<file path="src/rtl/sbst_sig_pkg.sv">
// Shared definitions for the SBST signature slave: register offsets, FSM states,
// default MISR polynomial/seed and the byte-enable mask helper.
package sbst_sig_pkg;

    localparam logic [5:0] OFF_SIG     = 6'h00;
    localparam logic [5:0] OFF_SIG_CLR = 6'h04;
    localparam logic [5:0] OFF_CKPT    = 6'h08;
    localparam logic [5:0] OFF_TSTAMP  = 6'h0C;
    localparam logic [5:0] OFF_EXIT    = 6'h10;
    localparam logic [5:0] OFF_CYCLE   = 6'h14;

    localparam logic [31:0] MISR_POLY_DEF = 32'h04C1_1DB7;
    localparam logic [31:0] MISR_SEED_DEF = 32'h0000_0000;

    typedef enum logic [1:0] {
        ST_IDLE,
        ST_WAIT,
        ST_RESP
    } state_e;

    function automatic logic [31:0] be_mask(input logic [3:0] be);
        return {{8{be[3]}}, {8{be[2]}}, {8{be[1]}}, {8{be[0]}}};
    endfunction

endpackage

</file>
<file path="src/rtl/sbst_misr.sv">
// Signature register: shift-with-polynomial-feedback MISR folding in byte-masked data,
// with a synchronous load-seed control that takes priority over an update.
module sbst_misr
    import sbst_sig_pkg::*;
#(
    parameter logic [31:0] POLY = MISR_POLY_DEF,
    parameter logic [31:0] SEED = MISR_SEED_DEF
) (
    input  logic        clk,
    input  logic        rst_n,
    input  logic        clr_i,
    input  logic        upd_i,
    input  logic [31:0] data_i,
    input  logic [3:0]  be_i,
    output logic [31:0] sig_o
);

    logic [31:0] sig_q, sig_d;

    always_comb begin
        sig_d = sig_q;
        if (clr_i) begin
            sig_d = SEED;
        end else if (upd_i) begin
            sig_d = {sig_q[30:0], 1'b0} ^ (sig_q[31] ? POLY : 32'h0) ^ (data_i & be_mask(be_i));
        end
    end

    always_ff @(posedge clk or negedge rst_n) begin
        if (!rst_n) sig_q <= SEED;
        else        sig_q <= sig_d;
    end

    assign sig_o = sig_q;

endmodule

</file>
<file path="src/rtl/sbst_sig_slave.sv">
// Memory-mapped SBST result collector: MISR signature, checkpoint counter/timestamp,
// sticky exit code and free-running cycle counter behind a req/gnt/rvalid data port.
module sbst_sig_slave
    import sbst_sig_pkg::*;
#(
    parameter logic [31:0] BASE_ADDR = 32'h0030_0000,
    parameter int unsigned GNT_WAIT  = 0,
    parameter logic [31:0] MISR_POLY = MISR_POLY_DEF,
    parameter logic [31:0] MISR_SEED = MISR_SEED_DEF
) (
    input  logic        clk,
    input  logic        rst_n,
    input  logic        data_req_i,
    input  logic [31:0] data_addr_i,
    input  logic        data_we_i,
    input  logic [3:0]  data_be_i,
    input  logic [31:0] data_wdata_i,
    output logic        data_gnt_o,
    output logic        data_rvalid_o,
    output logic [31:0] data_rdata_o,
    output logic        data_err_o,
    output logic        exit_valid_o,
    output logic [31:0] exit_value_o,
    output logic [31:0] sig_o,
    output logic [15:0] ckpt_cnt_o
);

    // The load cycle itself counts as the first wait cycle, so gnt lands GNT_WAIT cycles after req.
    localparam logic [3:0] WAIT_M1 = (GNT_WAIT == 0) ? 4'd0 : 4'(GNT_WAIT - 1);

    state_e      state_q, state_d;
    logic [3:0]  cnt_q, cnt_d;
    logic        gnt;
    logic        rvalid_q, err_q;
    logic [31:0] rdata_q;
    logic [15:0] ckpt_q;
    logic [31:0] tstamp_q, cycle_q;
    logic        exit_valid_q;
    logic [31:0] exit_value_q;

    logic [31:0] off_full;
    logic [5:0]  off;
    logic        acc_err;
    logic [31:0] rd_val;
    logic        wr_ok, misr_upd, misr_clr, ckpt_wr, exit_wr;

    always_comb begin
        gnt     = 1'b0;
        state_d = state_q;
        cnt_d   = cnt_q;
        case (state_q)
            ST_IDLE, ST_RESP: begin
                state_d = ST_IDLE;
                if (data_req_i) begin
                    if (GNT_WAIT == 0) begin
                        gnt     = 1'b1;
                        state_d = ST_RESP;
                    end else begin
                        cnt_d   = WAIT_M1;
                        state_d = ST_WAIT;
                    end
                end
            end
            ST_WAIT: begin
                if (!data_req_i) begin
                    state_d = ST_IDLE;
                end else if (cnt_q == 4'd0) begin
                    gnt     = 1'b1;
                    state_d = ST_RESP;
                end else begin
                    cnt_d = cnt_q - 4'd1;
                end
            end
            default: state_d = ST_IDLE;
        endcase
    end

    // Decode the live bus; its result only matters in the grant cycle.
    assign off_full = data_addr_i - BASE_ADDR;
    assign off      = off_full[5:0];

    always_comb begin
        acc_err = 1'b1;
        rd_val  = 32'h0;
        if (off_full < 32'd64 && data_addr_i[1:0] == 2'b00) begin
            case (off)
                OFF_SIG:     begin acc_err = 1'b0;       rd_val = sig_o;        end
                OFF_SIG_CLR: acc_err = ~data_we_i;
                OFF_CKPT:    acc_err = ~data_we_i;
                OFF_TSTAMP:  begin acc_err = data_we_i;  rd_val = tstamp_q;     end
                OFF_EXIT:    begin acc_err = 1'b0;       rd_val = exit_value_q; end
                OFF_CYCLE:   begin acc_err = data_we_i;  rd_val = cycle_q;      end
                default:     acc_err = 1'b1;
            endcase
        end
    end

    assign wr_ok    = gnt & ~acc_err & data_we_i;
    assign misr_upd = wr_ok & (off == OFF_SIG);
    assign misr_clr = wr_ok & (off == OFF_SIG_CLR);
    assign ckpt_wr  = wr_ok & (off == OFF_CKPT);
    assign exit_wr  = wr_ok & (off == OFF_EXIT);

    sbst_misr #(
        .POLY (MISR_POLY),
        .SEED (MISR_SEED)
    ) u_misr (
        .clk    (clk),
        .rst_n  (rst_n),
        .clr_i  (misr_clr),
        .upd_i  (misr_upd),
        .data_i (data_wdata_i),
        .be_i   (data_be_i),
        .sig_o  (sig_o)
    );

    always_ff @(posedge clk or negedge rst_n) begin
        if (!rst_n) begin
            state_q      <= ST_IDLE;
            cnt_q        <= 4'd0;
            rvalid_q     <= 1'b0;
            err_q        <= 1'b0;
            rdata_q      <= 32'h0;
            ckpt_q       <= 16'h0;
            tstamp_q     <= 32'h0;
            cycle_q      <= 32'h0;
            exit_valid_q <= 1'b0;
            exit_value_q <= 32'h0;
        end else begin
            state_q  <= state_d;
            cnt_q    <= cnt_d;
            cycle_q  <= cycle_q + 32'd1;
            rvalid_q <= gnt;
            err_q    <= gnt & acc_err;
            rdata_q  <= (gnt && !acc_err && !data_we_i) ? rd_val : 32'h0;
            if (ckpt_wr) begin
                if (ckpt_q != 16'hFFFF) ckpt_q <= ckpt_q + 16'd1;
                tstamp_q <= cycle_q;
            end
            if (exit_wr && !exit_valid_q) begin
                exit_valid_q <= 1'b1;
                exit_value_q <= data_wdata_i;
            end
        end
    end

    assign data_gnt_o    = gnt;
    assign data_rvalid_o = rvalid_q;
    assign data_rdata_o  = rdata_q;
    assign data_err_o    = err_q;
    assign exit_valid_o  = exit_valid_q;
    assign exit_value_o  = exit_value_q;
    assign ckpt_cnt_o    = ckpt_q;

endmodule

</file>
<file path="config.mk">
export PLATFORM = sky130hd
export DESIGN_NAME = sbst_sig_slave
export DESIGN_NICKNAME = d
export VERILOG_FILES = /design/src/rtl/sbst_sig_pkg.sv /design/src/rtl/sbst_misr.sv /design/src/rtl/sbst_sig_slave.sv
export SDC_FILE = /design/constraint.sdc
export NUM_CORES = 1
export LEC_CHECK = 0
export CAP_MARGIN = 0
export CORE_ASPECT_RATIO = 0.5
export CORE_MARGIN = 2
export CORE_UTILIZATION = 55
export CTS_CLUSTER_DIAMETER = 100
export CTS_CLUSTER_SIZE = 8
export DETAILED_ROUTE_END_ITERATION = 10
export HOLD_SLACK_MARGIN = 0.08
export PLACE_DENSITY = 0.9
export SLEW_MARGIN = 20
export SYNTH_ARGS = -nofsm -noshare
export SYNTH_HDL_FRONTEND = slang
export SYNTH_SLANG_ARGS = --single-unit
</file>
<file path="constraint.sdc">
create_clock -name clk -period 2.74 [get_ports clk]
set_input_delay 0.411 -clock clk [delete_from_list [all_inputs] [get_ports clk]]
set_output_delay 0.411 -clock clk [all_outputs]
set_load 0.02 [all_outputs]
</file>
Word-level counts from Yosys, hierarchy flattened
Index checks and enable logic that the tools add are counted.
- add/sub/neg operators: 4
- magnitude comparators: 1
- equality and inequality tests: 9
- muxes and demuxes: 16
- bitwise logic cells: 13
- reductions and logical operators: 18
- operators with widths (kind ; number):
    two-way mux 32 bit ; 4
    case mux 32 bit (4 select lines) ; 1
    bitwise XOR 32 bit ; 2
    adder 32 x 1 -> 32 bit, second input constant ; 1
    bitwise AND 32 bit ; 1
    less-than comparator 32 x 7 -> 1 bit, second input constant ; 1
    subtractor 32 x 22 -> 32 bit, second input constant ; 1
    two-way mux 27 bit ; 1
    adder 16 x 1 -> 16 bit, second input constant ; 1
    inequality test 16 bit, second input constant ; 1
    == test 6 x 4 -> 1 bit, second input constant ; 2
    == test 6 x 5 -> 1 bit, second input constant ; 2
    OR reduction 2 bit ; 4
    bitwise AND 1 bit ; 7
    == test 6 x 3 -> 1 bit, second input constant ; 1
    zero test 6 bit ; 1
    two-way mux 2 bit ; 3
    logical AND 1 bit ; 4
    zero test 2 bit ; 2
    zero test 4 bit ; 1
    two-way mux 1 bit ; 4
    case mux 2 bit (2 select lines) ; 1
    subtractor 4 x 1 -> 4 bit, second input constant ; 1
    zero test 1 bit ; 3
    other kinds (9) ; 11
- bits in registers: 185
- input port bits: 72
- logic and storage cells: 72

Longest topological paths before layout
Gate-level depths: netlist of run 1.
- word-level depth: 11
- gate-level depth with buffers: 8

Modules after synthesis
From an unflattened synthesis of run 1, not the netlist that was laid out.
- cells, all modules: 745
- area total of the unflattened synthesis: 8508.2 um2
- by module, submodules not included (module ; times used ; cells an instance ; area an instance (um2) ; sequential area each (um2)):
    sbst_sig_slave ; 1 ; 540 ; 6590.1 ; 3678.5
    sbst_misr ; 1 ; 205 ; 1918.1 ; 800.8

Least setup slack after synthesis of run 1
OpenSTA, ideal clock, no wires.
- path kind: input to register
- start point: input data_addr_i[29]
- end point: register exit_value_q[21], in the netlist exit_value_o[21]
- setup time: 0.125 ns
- arrival: 2.142 ns
- data required time: 2.615 ns
- setup slack: 0.473 ns
- cell stages on the path: 6
- buffers on the path: 1
- cells stage by stage: nor4b_1 nand4_1 or3_4 nor4_4 buf_4 mux2_2
- longest elaborated chain between the ends: 9
- ends and longest elaborated chain (item ; RTL line ; RTL):
    start, declared ; sbst_sig_slave.sv:14 ; input logic [31:0] data_addr_i,
    subtractor 32 x 22 -> 32 bit ; sbst_sig_slave.sv:79 ; assign off_full = data_addr_i - BASE_ADDR;
    less-than comparator 32 x 7 -> 1 bit ; sbst_sig_slave.sv:85 ; if (off_full < 32'd64 && data_addr_i[1:0] == 2'b00) begin
    logical AND 1 bit ; sbst_sig_slave.sv:85 ;
    two-way mux 1 bit ; sbst_sig_slave.sv:85 ;
    inverter 1 bit ; sbst_sig_slave.sv:98 ; assign wr_ok = gnt & ~acc_err & data_we_i;
    bitwise AND 1 bit (2 in a row) ; sbst_sig_slave.sv:98 ;
    bitwise AND 1 bit ; sbst_sig_slave.sv:102 ; assign exit_wr = wr_ok & (off == OFF_EXIT);
    logical AND 1 bit ; sbst_sig_slave.sv:140 ; if (exit_wr && !exit_valid_q) begin
    end signal, assigned ; sbst_sig_slave.sv:142 ; exit_value_q <= data_wdata_i;
    end, declared ; sbst_sig_slave.sv:39 ; logic [31:0] exit_value_q;
Every way passes these cells.
A chain may end at the register's enable or synchronous reset.

Final worst setup path of run 1
- start point: input data_addr_i[29]
- end point: register u_misr.sig_q[24], in the netlist u_misr.sig_o[24]
- longest elaborated chain between the ends: 9
- elaborated cells between the ends (all ways): 11
- those cells by class: 1 x add/sub; 1 x order compare; 2 x mux; 5 x bitwise; 2 x reduce/logical
- ends and longest elaborated chain (item ; RTL line ; RTL):
    subtractor 32 x 22 -> 32 bit (*) ; sbst_sig_slave.sv:79 ;
    less-than comparator 32 x 7 -> 1 bit (*) ; sbst_sig_slave.sv:85 ;
    logical AND 1 bit (*) ; sbst_sig_slave.sv:85 ;
    two-way mux 1 bit (*) ; sbst_sig_slave.sv:85 ;
    inverter 1 bit (*) ; sbst_sig_slave.sv:98 ;
    bitwise AND 1 bit (*) (2 in a row) ; sbst_sig_slave.sv:98 ;
    bitwise AND 1 bit, on equally long branches ; sbst_sig_slave.sv:100, sbst_sig_slave.sv:99 ;
    two-way mux 32 bit / nonzero test 2 bit (equally long branches) ; -- ;
    end signal, assigned ; sbst_misr.sv:31 ; else sig_q <= sig_d;
    end, declared ; sbst_misr.sv:18 ; logic [31:0] sig_q, sig_d;
Mark *: on every way between the ends. The rest lies on a longest branch, timed or not.

==> results of run 1 <==
[flip-flops by register name, summed over array words and instances, names as in the netlist]
register       flops
exit_value_o      32
data_err_o         1
exit_valid_o       1
u_misr.sig_o      32
cycle_q           32
data_rvalid_o      1
data_rdata_o      32
tstamp_q          32
ckpt_cnt_o        16
[synth_stat cells, types with 13 or more instances]
cell type	count	area [µm²]
dfrtp_1	179	4480
a221oi_1	32	280
nand2_1	121	454
mux2i_1	32	320
clkbuf_1	25	93.8
xnor2_1	62	543
mux2_2	51	574
mux2_1	14	158
nand3_1	18	90.1
nand4_1	13	81.3
nor2_1	79	297
o21ai_2	28	245
xor2_1	28	245
[cell families after synthesis]
group | count (synthesis) | synth area share
AO/OA/AOI/OAI | 70 | 0.0691
flip-flops | 179 | 0.531
AND/OR/NAND/NOR | 276 | 0.148
buffers and inverters | 50 | 0.0307
adder cells (fa/ha/maj) | 2 | 0.00297
XOR/XNOR | 90 | 0.0934
multiplexers | 97 | 0.125
[power by group]
part | internal, mW | total [mW] | leakage [nW] | switching [mW]
clock | 1.31 | 2.42 | 0.281 | 1.11
combinational | 0.143 | 0.292 | 2.24 | 0.150
sequential | 2.64 | 2.64 | 2.48 | 0.000389
[layout make-up]
cell class | instances | area [µm²]
Tap cell | 198 | 248
Multi-Input combinational cell | 535 | 3710
Timing Repair Buffer | 212 | 2110
Inverter | 7 | 26.3
Clock inverter | 14 | 140
Sequential cell | 179 | 4480
Clock buffer | 18 | 439
Fill cell | 912 | 3590
[final timing paths]
check	slack, ns	endpoint	depth (start not counted)	startpoint
worst max-delay path	0.16	u_misr.sig_o[24]	8	data_addr_i[29]
min in group asynchronous	0.51	exit_value_o[7]	2	rst_n
max in group asynchronous	1.29	tstamp_q[26]	3	rst_n
worst max register to register	0.45	cycle_q[23]	5	cycle_q[2]
worst min-delay path	0.50	ckpt_cnt_o[5]	1	ckpt_cnt_o[5]
worst min register to register	0.50	ckpt_cnt_o[5]	1	ckpt_cnt_o[5]
[cells in the final DEF (no fill, tap or decap), types with 4 or more instances in the layout]
cell type	n
a221oi_1	32
and3_1	10
buf_12	4
buf_4	20
clkbuf_16	17
clkdlybuf4s50_1	185
dfrtp_1	179
inv_1	7
inv_6	8
mux2_1	14
mux2_2	51
mux2i_1	32
nand2_1	121
nand3_1	18
nand4_1	13
nor2_1	78
nor3_1	7
nor4_1	5
o21ai_1	4
o21ai_2	28
or3_1	5
xnor2_1	62
xor2_1	28
[metal layers]
metal	share of wire	GRT usage	wire, µm	vias to the layer above
met3	0.075	0.0632	1710	81
met2	0.48	0.453	10900	365
li1	-	-	-	3013
met4	0.032	0.110	738	0
met1	0.42	0.398	9570	3371
met5	0	0	0	-
==> run metrics, run 1 <==
Pwr Total 5.35 mW; WS Path Type input pin to register; flops & latches, synth 179; Die X 179 µm; critical path fanouts, max 64; mean routed wirelength per cell 19.7 µm; Post-synth EDFFs 0; Worst-path clk slew 0.07 ns; Die ar. 16,400 µm²; PnR worst setup slack approximately 0.16 ns; ys async rst share 1.00; crit path cell chain clkdlybuf4s50_1 > nor4b_1 > nand4_1 > or3_4 > or4_2 > buf_12 > nand2_1 > o21ai_2; global-route wire length before repair 36.5 mm; later-pin clock latency in the skew report 0.43 ns; final setup skew 0.00816 ns; Worst-Margin Slew around 0.65 ns; CORE AREA 14,700 µm²; sequential fraction of the synthesis area 0.531; Port Buffers 187; Netlist cell types 38; endpoint class of the critical path register; placed inst area between 10,000 and 15,000 µm²; Overflow after GRT 0; drt total wl around 23 mm; Worst EP arrival 2.88 ns; PwrDens roughly 480 nW/µm²; RSZ-0062 raised after global routing no; outcome finished, final reports clean; post-route insts no fill 1,163; CTS buffer count 17; fin area 11,100 µm²; floorplan row count 31; layout cells sized above 1 0.149; CTS tree built; CP Launch Type input pin; final worst-path cycle share 0.940; final setup fails 0; Max Cap Viol 0; Routability Congestion 0.902; detailed placement HPWL 15.3 mm; syn_nets 838; maximum vdd drop just under 0.5 mV; final-report hold violation count 0; die height 91.6 µm; ANT nets after route 0; Post-synth top flop dfrtp_1; area delta synth->final 32.1%; setup bufs post-CTS 0; Hold Slack 0.498 ns; crit path buf inv count 2; fin. max-slew vios 0; Via-to-Cell Ratio 5.87; Via Count about 6.8k; CTS Hold Bufs 1; detailed-route DRC error count 0; worst-case clock buffer depth 2; setup_tns 0 ns; Leak roughly 5 nW; Yosys Warn Count 0; Hold Crit Class register to register; CTS resizes 0; Mapped Cells 764; starting density of the core 0.572; Final Util 0.756; diode count 0; Peak Freq roughly 390 MHz; Clock Sink Count approximately 180; vias in the first global route 6,870; DR iter-0 viols around 600; Place WS -0.235 ns; CP peak stage delay ~0.65 ns; initial antenna violation count 0; Worst Path Required 3.05 ns; worst slew margin relative to its limit 0.566; cell area after synthesis 8440 µm²; pin count of the biggest net entering global routing 65; Crit-path slowest cell or4_2; Pre-antenna DRT Iters 5; Syn Area/Cell 11.0 µm²; crit path time final ~2.6 ns; H-tree levels 4; Clk Tree Root Cell clkbuf_16; I/O pin total 188; GRT Total Usage 0.290; post-placement cell count 1,130; largest delay contributor family on the critical path simple AND/OR/NAND/NOR gates; Nets roughly 1.0k
No activity file was read; power rests on OpenSTA's default activity.
==> run 2: changes to the inputs <==
- CORE_MARGIN: 2 -> unset
==> run 2 against run 1 <==
Against the previous run:
- non-clock buffer count rose by 11
- combinational power increased by 1%
- routed wire length shrank 1.4%
- hold slack got worse by 0.0019 ns
- highest routed layer unchanged
==> run metrics, run 2 (same netlist as run 1, synthesis figures left out) <==
outcome finished, final reports clean; global-route wire length before repair approximately 36 mm; CTS tree built; reg-to-reg endpoint cycle_q[31]; detailed-route DRC error count 0; worst slew margin relative to its limit 0.545; Worst EP arrival 2.87 ns; ANT nets after route 0; commonest cells after routing, fill and taps aside clkdlybuf4s50_1 (185), dfrtp_1 (179), nand2_1 (121); Hold Slack 0.496 ns; CTS buffer count 17; worst-case clock buffer depth 2; PwrDens 493 nW/µm²; H-tree levels 4; worst setup path end u_misr.sig_o[1]; Hold Crit Class register to register; diode count 0; vias in the first global route 6,969; later-pin clock latency in the skew report about 0.44 ns; Via Count roughly 6.8k; Crit-path slowest cell or4_2; Die X 177 µm; Final Util 0.767; Routability Congestion 0.845; most common cell after layout, fill and taps aside clkdlybuf4s50_1; crit path time final 2.56 ns; initial antenna violation count 0; mean routed wirelength per cell 19.2 µm; Clock Sink Count ~180; maximum vdd drop between 0.4 and 0.5 mV; die height 89.6 µm; R2R Setup Slk 0.59 ns; floorplan row count 31; endpoint class of the critical path register; Leak 5.08 nW; Worst-Margin Slew 0.683 ns; multi-input logic area roughly 3700 µm²; CP Launch Type input pin; Peak Freq 391 MHz; CP startpoint data_addr_i[14]; drt total wl 22.6 mm; starting density of the core 0.574; final setup skew 0.0116 ns; final setup fails 0; DR iter-0 viols 550; Worst Path Required 3.05 ns; Max Cap Viol 0; CP peak stage delay between 0.6 and 0.7 ns; Nets 1,037; Die ar. 15,900 µm²; PnR worst setup slack 0.181 ns; CP dominant cell by count nand2_1; final-report hold violation count 0; Seq. cell area 4480 µm²; RSZ-0062 raised after global routing no; final worst-path cycle share 0.934; Clk Tree Root Cell clkbuf_16; critical path fanouts, max 22; Via-to-Cell Ratio ~5.8; Reg2Reg Depth 6; Port Buffers 187; I/O pin total roughly 190; Place WS -0.229 ns; crit path cell chain clkdlybuf4s50_1 > nor4_1 > nand2_1 > or3_4 > or4_2 > buf_4 > nand2_1 > o21ai_2; area delta synth->final 33.5%; fill cell count approximately 860; fin. max-slew vios 0; Reg-to-Reg Start cycle_q[8]; CORE AREA 14,700 µm²; pin count of the biggest net entering global routing 74; layout cells sized above 1 0.159; Pre-antenna DRT Iters 5; detailed placement HPWL 15.5 mm; GRT Total Usage 0.297; WS Path Type input pin to register; Worst-path clk slew 0.07 ns; Overflow after GRT 0; CTS resizes 0
[run 2: metrics by stage]
stage / cells / setup TNS [ns] / area (µm²) / power (mW)
5_1_grt: 1174 / 0 / 11300 / 5.70
2_1_floorplan: 764 / 0 / 8440 / 2.79
3_5_place_dp: 1141 / -11.48 / 10600 / 2.99
6_report: 1174 / 0 / 11300 / 5.55
4_1_cts: 1174 / 0 / 11300 / 5.58
3_3_place_gp: 1141 / -6.33 / 10600 / 2.98
[run 2: layout make-up]
| class | count | share of cell area |
|---|---|---|
| clock buffer | 18 | 0.0390 |
| clock inverter | 14 | 0.0168 |
| inverter | 7 | 0.00233 |
| multi-input combinational | 535 | 0.329 |
| sequential | 179 | 0.398 |
| tap | 198 | 0.0220 |
| timing repair buffer | 223 | 0.193 |
[run 2: worst min path at each step]
stage,from,slack [ns],to,depth (start not counted)
after floorplan,rst_n,0.12,ckpt_cnt_o[0],0
after global placement,rst_n,0.46,data_rdata_o[10],1
after detailed placement,rst_n,0.46,data_rdata_o[2],1
after CTS,cycle_q[31],0.50,cycle_q[31],1
after global routing,cycle_q[31],0.52,cycle_q[31],1
final,ckpt_cnt_o[5],0.50,ckpt_cnt_o[5],1
[run 2: power by group]
part           switching (mW)  internal [mW]  total (mW)  leakage (nW)
Sequential           0.000443           2.64        2.64          2.48
Combinational           0.151          0.145       0.296          2.30
Clock                    1.12           1.49        2.61         0.301
Total                    1.27           4.28        5.55          5.08
[run 2: timing repair]
item	in CTS	in global routing
setup buffers	0	0
hold buffers	1	0
hold endpoints to repair	69	0
[run 2: worst max-delay path, delay by kind of cell]
kind	cells	cell delay, ns
AO/OA/AOI/OAI	1	0.05
buffers and inverters	2	0.67
AND/OR/NAND/NOR	5	1.73
[run 2: routing by layer]
metal | up-vias | track usage | wire (µm)
met5 | - | 0 | 0
met2 | 273 | 0.518 | 11400
met4 | 0 | 0.125 | 635
met1 | 3407 | 0.368 | 9060
li1 | 3033 | - | -
met3 | 50 | 0.0623 | 1470
==> run 3: changes to the inputs <==
- SETUP_SLACK_MARGIN: unset -> 0.2
==> run 3 against run 2 <==
Against the previous run:
- routed wire length grew 2.7%
- worst setup slack better by 0.11 ns
- fmax grew 4.4%
- sequential power about the same
- critical endpoint is now exit_value_o[21]
==> run metrics, run 3 (same netlist as run 1, synthesis figures left out) <==
outcome finished, final reports clean; H-tree levels 4; maximum vdd drop 0.463 mV; setup_tns 0 ns; switch share 0.231; CORE AREA 14,700 µm²; Die ar. roughly 16,000 µm²; worst-case clock buffer depth 2; Logic pwr share 0.054; global-route wire length before repair 35.7 mm; initial antenna violation count 0; PwrDens 491 nW/µm²; RSZ-0062 raised after global routing no; GRT Total Usage 0.297; most common cell after layout, fill and taps aside clkdlybuf4s50_1; Max Cap Viol 0; Routability Congestion 0.845; placed inst area approximately 11,000 µm²; Worst-path clk slew 0.07 ns; mean routed wirelength per cell 19.8 µm; vias in the first global route 6,969; Die X between 150 and 200 µm; Pre-antenna DRT Iters 5; later-pin clock latency in the skew report about 0.44 ns; floorplan row count 31; die height 89.6 µm; crit path cell chain clkdlybuf4s50_1 > nor4_2 > nand4_1 > or3_4 > buf_4 > nor4_4 > buf_6 > mux2_2; Clock Sink Count 179; CP peak stage delay 0.50 ns; starting density of the core 0.574; Hold Crit Class register to register; I/O pin total about 190; PnR worst setup slack around 0.29 ns; worst slew margin relative to its limit 0.546; layout cells sized above 1 0.163; commonest cells after routing, fill and taps aside clkdlybuf4s50_1 (185), dfrtp_1 (179), nand2_1 (121); WS Path Type input pin to register; Nets 1,038; final setup skew 0.0135 ns; fin area between 10,000 and 15,000 µm²; detailed-route DRC error count 0; final-report hold violation count 0; endpoint class of the critical path register; detailed placement HPWL ~15 mm; fin. max-slew vios 0; Worst EP arrival 2.76 ns; Worst Path Required 3.05 ns; Clk Tree Root Cell clkbuf_16; Peak Freq 408 MHz; Via-to-Cell Ratio about 5.8; Flop pwr share 0.475; CTS buffer count 17; Pwr Total 5.57 mW; Place WS -0.229 ns; area delta synth->final 34.3%; final setup fails 0; pin count of the biggest net entering global routing 74; Overflow after GRT 0; Clock Power Share 0.471; DR iter-0 viols 604; Leak just over 5 nW; ANT nets after route 0; CTS tree built; Worst-Margin Slew 0.680 ns; Port Buffers around 190; final worst-path cycle share 0.895; Final Util 0.771; CP Launch Type input pin; critical path fanouts, max 11; Crit-path slowest cell clkdlybuf4s50_1; crit path time final 2.45 ns; Cell Int Power 4.28 mW; diode count 0; Psw about 1.3 mW; drt total wl 23.2 mm; Via Count 6,794
[run 3: cell types whose count changed in the layout (fill, tap and decap cells not counted)]
| cell | change |
|---|---|
| or4_2 | -1 |
| clkbuf_16 | +1 |
| nor3_2 | +1 |
| or4_4 | +1 |
| buf_6 | +4 |
| nor4_2 | +2 |
| nor3_1 | -1 |
| nor4_1 | -2 |
| buf_4 | -4 |
[run 3: path summary, 6_finish.rpt]
kind / start / to / slack [ns] / cells past startpoint
setup / recovery: data_addr_i[1] / exit_value_o[21] / 0.29 / 8
hold / removal: ckpt_cnt_o[5] / ckpt_cnt_o[5] / 0.50 / 1
setup reg to reg: cycle_q[7] / cycle_q[31] / 0.55 / 6
hold reg to reg: ckpt_cnt_o[5] / ckpt_cnt_o[5] / 0.50 / 1
max in group asynchronous: rst_n / data_rdata_o[15] / 1.33 / 3
min in group asynchronous: rst_n / data_rdata_o[2] / 0.56 / 2
[run 3: stage by stage]
step                cells  hold slack (ns)
floorplan             764            0.115
global placement     1141            0.455
detailed placement   1141            0.463
CTS                  1174            0.498
global route         1175            0.521
finish               1175            0.497
[run 3: final cells by class]
class	count	area [µm²]
clock buffer	18	439
clock inverter	14	189
fill	844	3370
inverter	7	26.3
multi-input combinational	535	3730
sequential	179	4480
tap	198	248
timing repair buffer	224	2220
[run 3: power by group through the flow]
stage	Clock, mW	Sequential, mW	Combinational (mW)
global placement	0	2.69	0.285
detailed placement	0	2.69	0.293
floorplan	0	2.70	0.0930
CTS	2.64	2.64	0.298
finish	2.62	2.64	0.302
global route	2.73	2.64	0.326
[run 3: worst max-delay path, delay by kind of cell]
kind          cells  cell delay [ns]
buf+inv           3             0.89
simple gates      4             1.10
mux               1             0.35
[run 3: repair_timing]
action / 4_1_cts / 5_1_grt
hold buffers: 1 / 0
resized for setup: 0 / 8
setup buffers: 0 / 0
endpoints found under the hold margin: 69 / 0
endpoints found under the setup margin: 0 / 64
[run 3: metal layers]
metal | track usage | routed length, µm | up-vias
met5 | 0 | 0 | -
met4 | 0.125 | 555 | 0
met3 | 0.0623 | 1580 | 46
met2 | 0.518 | 11900 | 290
met1 | 0.368 | 9210 | 3437
li1 | - | - | 3021
